--- config.mk ---
export PLATFORM = sky130hd
export DESIGN_NAME = hilo_div_ctrl_flat
export DESIGN_NICKNAME = d
export VERILOG_FILES = /design/src/rtl/cpu_pkg.sv /design/src/rtl/hilo_div_ctrl_if.sv /design/src/rtl/hilo_regs.sv /design/src/rtl/hilo_div_ctrl.sv /design/src/flat_wrapper.sv
export SDC_FILE = /design/constraint.sdc
export NUM_CORES = 1
export LEC_CHECK = 0
export CAP_MARGIN = 20
export CORE_AREA = 10 10 129 143
export CTS_CLUSTER_SIZE = 8
export DETAILED_ROUTE_END_ITERATION = 10
export DIE_AREA = 0 0 139 153
export GPL_TIMING_DRIVEN = 0
export PLACE_DENSITY = 0.76
export SYNTH_ARGS = -nofsm -noshare
export SYNTH_HDL_FRONTEND = slang
export SYNTH_SLANG_ARGS = --single-unit
export TNS_END_PERCENT = 30
--- constraint.sdc ---
create_clock -name clk -period 5.8 [get_ports clk]
set_input_delay 1.74 -clock clk [delete_from_list [all_inputs] [get_ports clk]]
set_output_delay 1.74 -clock clk [all_outputs]
set_load 0.02 [all_outputs]
--- src/rtl/cpu_pkg.sv ---
// cpu_pkg: shared HI/LO op encodings, controller states and decode helper.
package cpu_pkg;
  typedef enum logic [2:0] {
    OP_NONE = 3'd0,
    OP_DIV  = 3'd1,
    OP_DIVU = 3'd2,
    OP_MTHI = 3'd3,
    OP_MTLO = 3'd4
  } hilo_op_t;
  typedef enum logic [1:0] {IDLE, BUSY, DONE} hdc_state_t;
  function automatic logic is_div(input logic [2:0] op);
    return op == OP_DIV || op == OP_DIVU;
  endfunction
endpackage

--- src/rtl/hilo_div_ctrl_if.sv ---
// hilo_div_ctrl_if: handshake between the HI/LO controller and the divider.
interface hilo_div_ctrl_if #(parameter int W = 32);
  logic         div_begin;
  logic         div_signed;
  logic [W-1:0] div_op1;
  logic [W-1:0] div_op2;
  logic [W-1:0] div_result;
  logic [W-1:0] div_remainder;
  logic         div_end;
  modport master(
    output div_begin, div_signed, div_op1, div_op2,
    input  div_result, div_remainder, div_end
  );
  modport slave(
    input  div_begin, div_signed, div_op1, div_op2,
    output div_result, div_remainder, div_end
  );
endinterface

--- src/rtl/hilo_regs.sv ---
// hilo_regs: architectural HI/LO with a divide-complete port and MTHI/MTLO ports.
module hilo_regs #(parameter int W = 32) (
  input  logic         clk,
  input  logic         rst,
  input  logic         i_div_we,
  input  logic [W-1:0] i_div_hi,
  input  logic [W-1:0] i_div_lo,
  input  logic         i_mt_hi_we,
  input  logic         i_mt_lo_we,
  input  logic [W-1:0] i_mt_data,
  output logic [W-1:0] o_hi,
  output logic [W-1:0] o_lo
);
  logic [W-1:0] r_hi, r_lo;
  always_ff @(posedge clk) begin
    if (rst) begin
      r_hi <= '0;
      r_lo <= '0;
    end else begin
      if (i_div_we) begin
        r_hi <= i_div_hi;
        r_lo <= i_div_lo;
      end
      if (i_mt_hi_we) r_hi <= i_mt_data;
      if (i_mt_lo_we) r_lo <= i_mt_data;
    end
  end
  assign o_hi = r_hi;
  assign o_lo = r_lo;
endmodule

--- src/rtl/hilo_div_ctrl.sv ---
// hilo_div_ctrl: issues DIV/DIVU to the divider, stalls EX while it runs, owns HI/LO.
module hilo_div_ctrl
  import cpu_pkg::*;
#(parameter int W = 32) (
  input  logic                    clk,
  input  logic                    rst,
  input  logic                    ex_valid,
  input  logic [2:0]              ex_op,
  input  logic [W-1:0]            ex_rs,
  input  logic [W-1:0]            ex_rt,
  input  logic                    flush,
  output logic                    stall,
  output logic [W-1:0]            hi,
  output logic [W-1:0]            lo,
  hilo_div_ctrl_if.master         dv
);
  hdc_state_t   r_state, w_next;
  logic         r_begin, r_signed;
  logic [W-1:0] r_op1, r_op2;
  logic         w_idle_ok, w_issue, w_mt_hi, w_mt_lo, w_div_we;
  always_comb begin
    w_idle_ok = r_state == IDLE && ex_valid && !flush;
    w_issue   = w_idle_ok && is_div(ex_op);
    w_mt_hi   = w_idle_ok && ex_op == OP_MTHI;
    w_mt_lo   = w_idle_ok && ex_op == OP_MTLO;
    w_div_we  = r_state == BUSY && dv.div_end && !flush;
    w_next    = r_state == IDLE ? (w_issue ? BUSY : IDLE) :
                r_state == BUSY ? (flush ? IDLE : dv.div_end ? DONE : BUSY) : IDLE;
  end
  // operands hold from issue through DONE; the divider reads them live
  always_ff @(posedge clk) begin
    if (rst) begin
      r_state  <= IDLE;
      r_begin  <= 1'b0;
      r_signed <= 1'b0;
      r_op1    <= '0;
      r_op2    <= '0;
    end else begin
      r_state <= w_next;
      r_begin <= w_next == BUSY;
      if (w_issue) begin
        r_op1    <= ex_rs;
        r_op2    <= ex_rt;
        r_signed <= ex_op == OP_DIV;
      end
    end
  end
  assign stall         = w_issue || r_state == BUSY;
  assign dv.div_begin  = r_begin;
  assign dv.div_signed = r_signed;
  assign dv.div_op1    = r_op1;
  assign dv.div_op2    = r_op2;
  hilo_regs #(.W(W)) u_regs (
    .clk        (clk),
    .rst        (rst),
    .i_div_we   (w_div_we),
    .i_div_hi   (dv.div_remainder),
    .i_div_lo   (dv.div_result),
    .i_mt_hi_we (w_mt_hi),
    .i_mt_lo_we (w_mt_lo),
    .i_mt_data  (ex_rs),
    .o_hi       (hi),
    .o_lo       (lo)
  );
endmodule

--- src/flat_wrapper.sv ---
// flat-port wrapper written by rule: the top's interface ports become plain ports
module hilo_div_ctrl_flat import cpu_pkg::*;
#(parameter int W = 32)
  (clk, rst, ex_valid, ex_op, ex_rs, ex_rt, flush, stall, hi, lo, dv_div_begin, dv_div_signed, dv_div_op1, dv_div_op2, dv_div_result, dv_div_remainder, dv_div_end);
  hilo_div_ctrl_if #(.W(W)) dv_i ();
  input  logic clk;
  input  logic rst;
  input  logic ex_valid;
  input  logic [2:0] ex_op;
  input  logic [W-1:0] ex_rs;
  input  logic [W-1:0] ex_rt;
  input  logic flush;
  output logic stall;
  output logic [W-1:0] hi;
  output logic [W-1:0] lo;
  output wire logic [$bits(dv_i.div_begin)-1:0] dv_div_begin;
  output wire logic [$bits(dv_i.div_signed)-1:0] dv_div_signed;
  output wire logic [$bits(dv_i.div_op1)-1:0] dv_div_op1;
  output wire logic [$bits(dv_i.div_op2)-1:0] dv_div_op2;
  input wire logic [$bits(dv_i.div_result)-1:0] dv_div_result;
  input wire logic [$bits(dv_i.div_remainder)-1:0] dv_div_remainder;
  input wire logic [$bits(dv_i.div_end)-1:0] dv_div_end;
  assign dv_div_begin = dv_i.div_begin;
  assign dv_div_signed = dv_i.div_signed;
  assign dv_div_op1 = dv_i.div_op1;
  assign dv_div_op2 = dv_i.div_op2;
  assign dv_i.div_result = dv_div_result;
  assign dv_i.div_remainder = dv_div_remainder;
  assign dv_i.div_end = dv_div_end;
  hilo_div_ctrl #(.W(W)) u_core (.clk(clk), .rst(rst), .ex_valid(ex_valid), .ex_op(ex_op), .ex_rs(ex_rs), .ex_rt(ex_rt), .flush(flush), .stall(stall), .hi(hi), .lo(lo), .dv(dv_i));
endmodule
==> results.md <==
* Mapped Nets at 803
* Largest net degree at the start of global routing at 17
* Postcts setup bufs at 0
* Worst vdd ir at 0.176 mV
* Yosys warning count at 0
* Place WS at -0.183 ns
* DR vias at 5835
* TritonCTS clock tree: done
* Outcome: complete, no violations
* Initial antenna violation count at 1
* 1st-iter DRT viols at 262
* Vert. Die Dim at 153 µm
* Routed wire length at 23.2 mm
* Finished Core Util at 61.7%
* First-pass DRT Iterations at 4
* Starting Density at 39.3%
* Commonest cells after routing, fill and taps aside: clkdlybuf4s50_1, dfxtp_1, nand2b_1
* DP Cell Count at 1132
* Clock Skew at 0.00765 ns
* Boundary pin count at 267
* Number of nets with antenna violations after routing at 0
* # DRC at 0
* Setup-failing EPs final at 0
* Cells after Synth at 667
* Yosys top cell area share at 43.4%
* RSZ-0062 raised after global routing: no
* Synthesized area at 6080 µm²
* Maxcap violations at 0
* CTS sink cnt at 132
* Number of fill cells in the layout at 1397
* Pleak at 3.08 nW
* Final worst setup slack at 0.113 ns
* Tightest Pin Transition at 0.727 ns
* Final min period at 5.69 ns
* Post-route insts no fill at 1165
* Root Driver: clkbuf_16
* CP arrival at 3.95 ns
* Max-slew violations at 0
* Grt ovf at 0
* Post-DP Area at 8990 µm²
* Wirelength per Cell at 19.9 µm
* CTS Buf Count at 17
* Final GP Congestion at 0.808
* Rel. slew slack at 51.5%
* Area occupied by multi-input gates at 3080 µm²
* Vias in the first global route at 6137
* Layout cells sized above 1 at 6.85%
* WHS at 0.471 ns
* Largest area contributor in the netlist: dfxtp_1
* Worst path cell trace: clkdlybuf4s50_1, or4b_1, buf_2, clkbuf_1, or3_1, nand2_1, clkdlybuf4s15_1
* Final hold viol count at 0
* Seq cells post-synth at 132
* Rows at 48
* Crit path buffers/inverters at 4
* Worst-path clk slew at 0.05 ns
* DIE WIDTH at 139 µm
* Power Density at 241 nW/µm²
* Distinct cell type count after synthesis at 25
* Final Cell Area at 9560 µm²
* Global-route wire length before repair at 35.8 mm
* Worst-Skew Late Latency at 0.42 ns
* Top delay family on crit path: buffers and inverters
* Worst Path Max Fanout at 10
* Via/cell ratio at 5.01
* Critical path startpoint category: input pin
* Core Area at 15500 µm²
* Synth area leaders: dfxtp_1, nand2b_1, mux2i_1, nand2_1, a311oi_1
* CTS Hold Buffers Added at 0
* Avg Inst Size Synth at 9.12 µm²
* Slowest stage delay, CP at 0.55 ns
* Final Cycle Share at 98.0%
* Layout net count at 1087
* H-tree depth at 4
* CP required at 4.06 ns
* P&R area growth vs syn at 57.1%
* Hold crit path type: flop to flop
* Worst Setup End Kind: output pin
* Commonest non-fill, non-tap cell in the layout: clkdlybuf4s50_1
* Gr usage total at 21.2%
* Max clock buf depth at 2
* Seq. cell area at 2640 µm²
* Critical path type: input pin to output pin
* Die area at 21300 µm²
* Highest-delay cell along the critical path: or4b_1
* DPL Wire Length at 17.6 mm
* Fmax at 176 MHz
* Sequential cell area fraction in the yosys report at 43.4%
* Port bufs at 265
where the power goes:
| part | switching (W) | total [W] | internal [W] |
|---|---|---|---|
| Clock | 0.000400 | 0.00105 | 0.000653 |
| Combinational | 0.000142 | 0.000310 | 0.000168 |
| Sequential | 0.0000124 | 0.000943 | 0.000931 |
| Total | 0.000554 | 0.00231 | 0.00175 |
per-stage QoR:
| stage | TNS (ns) | power (W) |
|---|---|---|
| floorplan | 0 | 0.00109 |
| global placement | -0.207 | 0.00127 |
| detailed placement | -0.183 | 0.00127 |
| CTS | 0 | 0.00232 |
| global route | 0 | 0.00238 |
| finish | 0 | 0.00231 |
cell usage after synthesis:
cell and number:
dfxtp_1 132, nand2b_1 130, nand2_1 129, nor3_1 65, mux2i_1 64, clkbuf_1 49, a311oi_1 42, a311oi_2 22
buf_6 14, a21oi_1 2, nor2_1 2, or2_1 2, or3_1 2, buf_1 1, buf_2 1, buf_4 1
nand3b_1 1, nand4bb_1 1, nor4bb_1 1, o21bai_1 1, o2bb2ai_1 1, o31ai_1 1, or3b_1 1, or4b_1 1
xnor2_1 1
path summary, 6_finish.rpt:
kind                                          start                                  to  slack, ns  cells past startpoint
setup / recovery                              flush                               stall       0.11                      7
hold / removal    u_core.dv.div_op2[8]$_SDFFE_PP0P_   u_core.dv.div_op2[8]$_SDFFE_PP0P_       0.47                      2
setup reg to reg       u_core.r_state[0]$_SDFF_PP0_  u_core.u_regs.o_lo[9]$_SDFFE_PP0P_       3.64                      5
hold reg to reg   u_core.dv.div_op2[8]$_SDFFE_PP0P_   u_core.dv.div_op2[8]$_SDFFE_PP0P_       0.47                      2
cells by family after synthesis:
group	Yosys count	synth area share [%]
compound gates	69	12.0
buf+inv	66	5.88
mux	64	10.5
flops	132	43.4
xor+xnor	1	0.144
simple gates	335	28.0
layout make-up:
type / count / share of cell area (%)
Antenna cell: 1 / 0.0262
Buffer: 66 / 3.74
Clock buffer: 23 / 4.89
Clock inverter: 9 / 1.09
Multi-Input combinational cell: 469 / 32.3
Sequential cell: 132 / 27.6
Tap cell: 200 / 2.62
Timing Repair Buffer: 265 / 27.7
flip-flops by register name, indices dropped and copies added, names as in the netlist:
name	cells
u_core.dv.div_op1	32
u_core.dv.div_signed	1
u_core.dv.div_op2	32
u_core.u_regs.o_hi	32
u_core.r_state	2
u_core.u_regs.o_lo	32
u_core.dv.div_begin	1
metal layers:
metal | vias to the layer above | GRT usage (%) | part of all wire [%]
met4 | 0 | 7.06 | 1.9
met2 | 224 | 34.8 | 48
met5 | - | 0 | 0
li1 | 2885 | - | -
met3 | 23 | 8.06 | 8.1
met1 | 2703 | 24.7 | 42
worst min-delay path: stages (launching register included):
cell and delay (ns):
dfxtp_1 0.31, nand2b_1 0.06, mux2i_1 0.05
timing repair:
item / 4_1_cts / 5_1_grt
endpoints found under the hold margin: 0 / 0
endpoints found under the setup margin: 1 / 1
resized for setup: 1 / 1
Power figures use the tool's default switching activity.
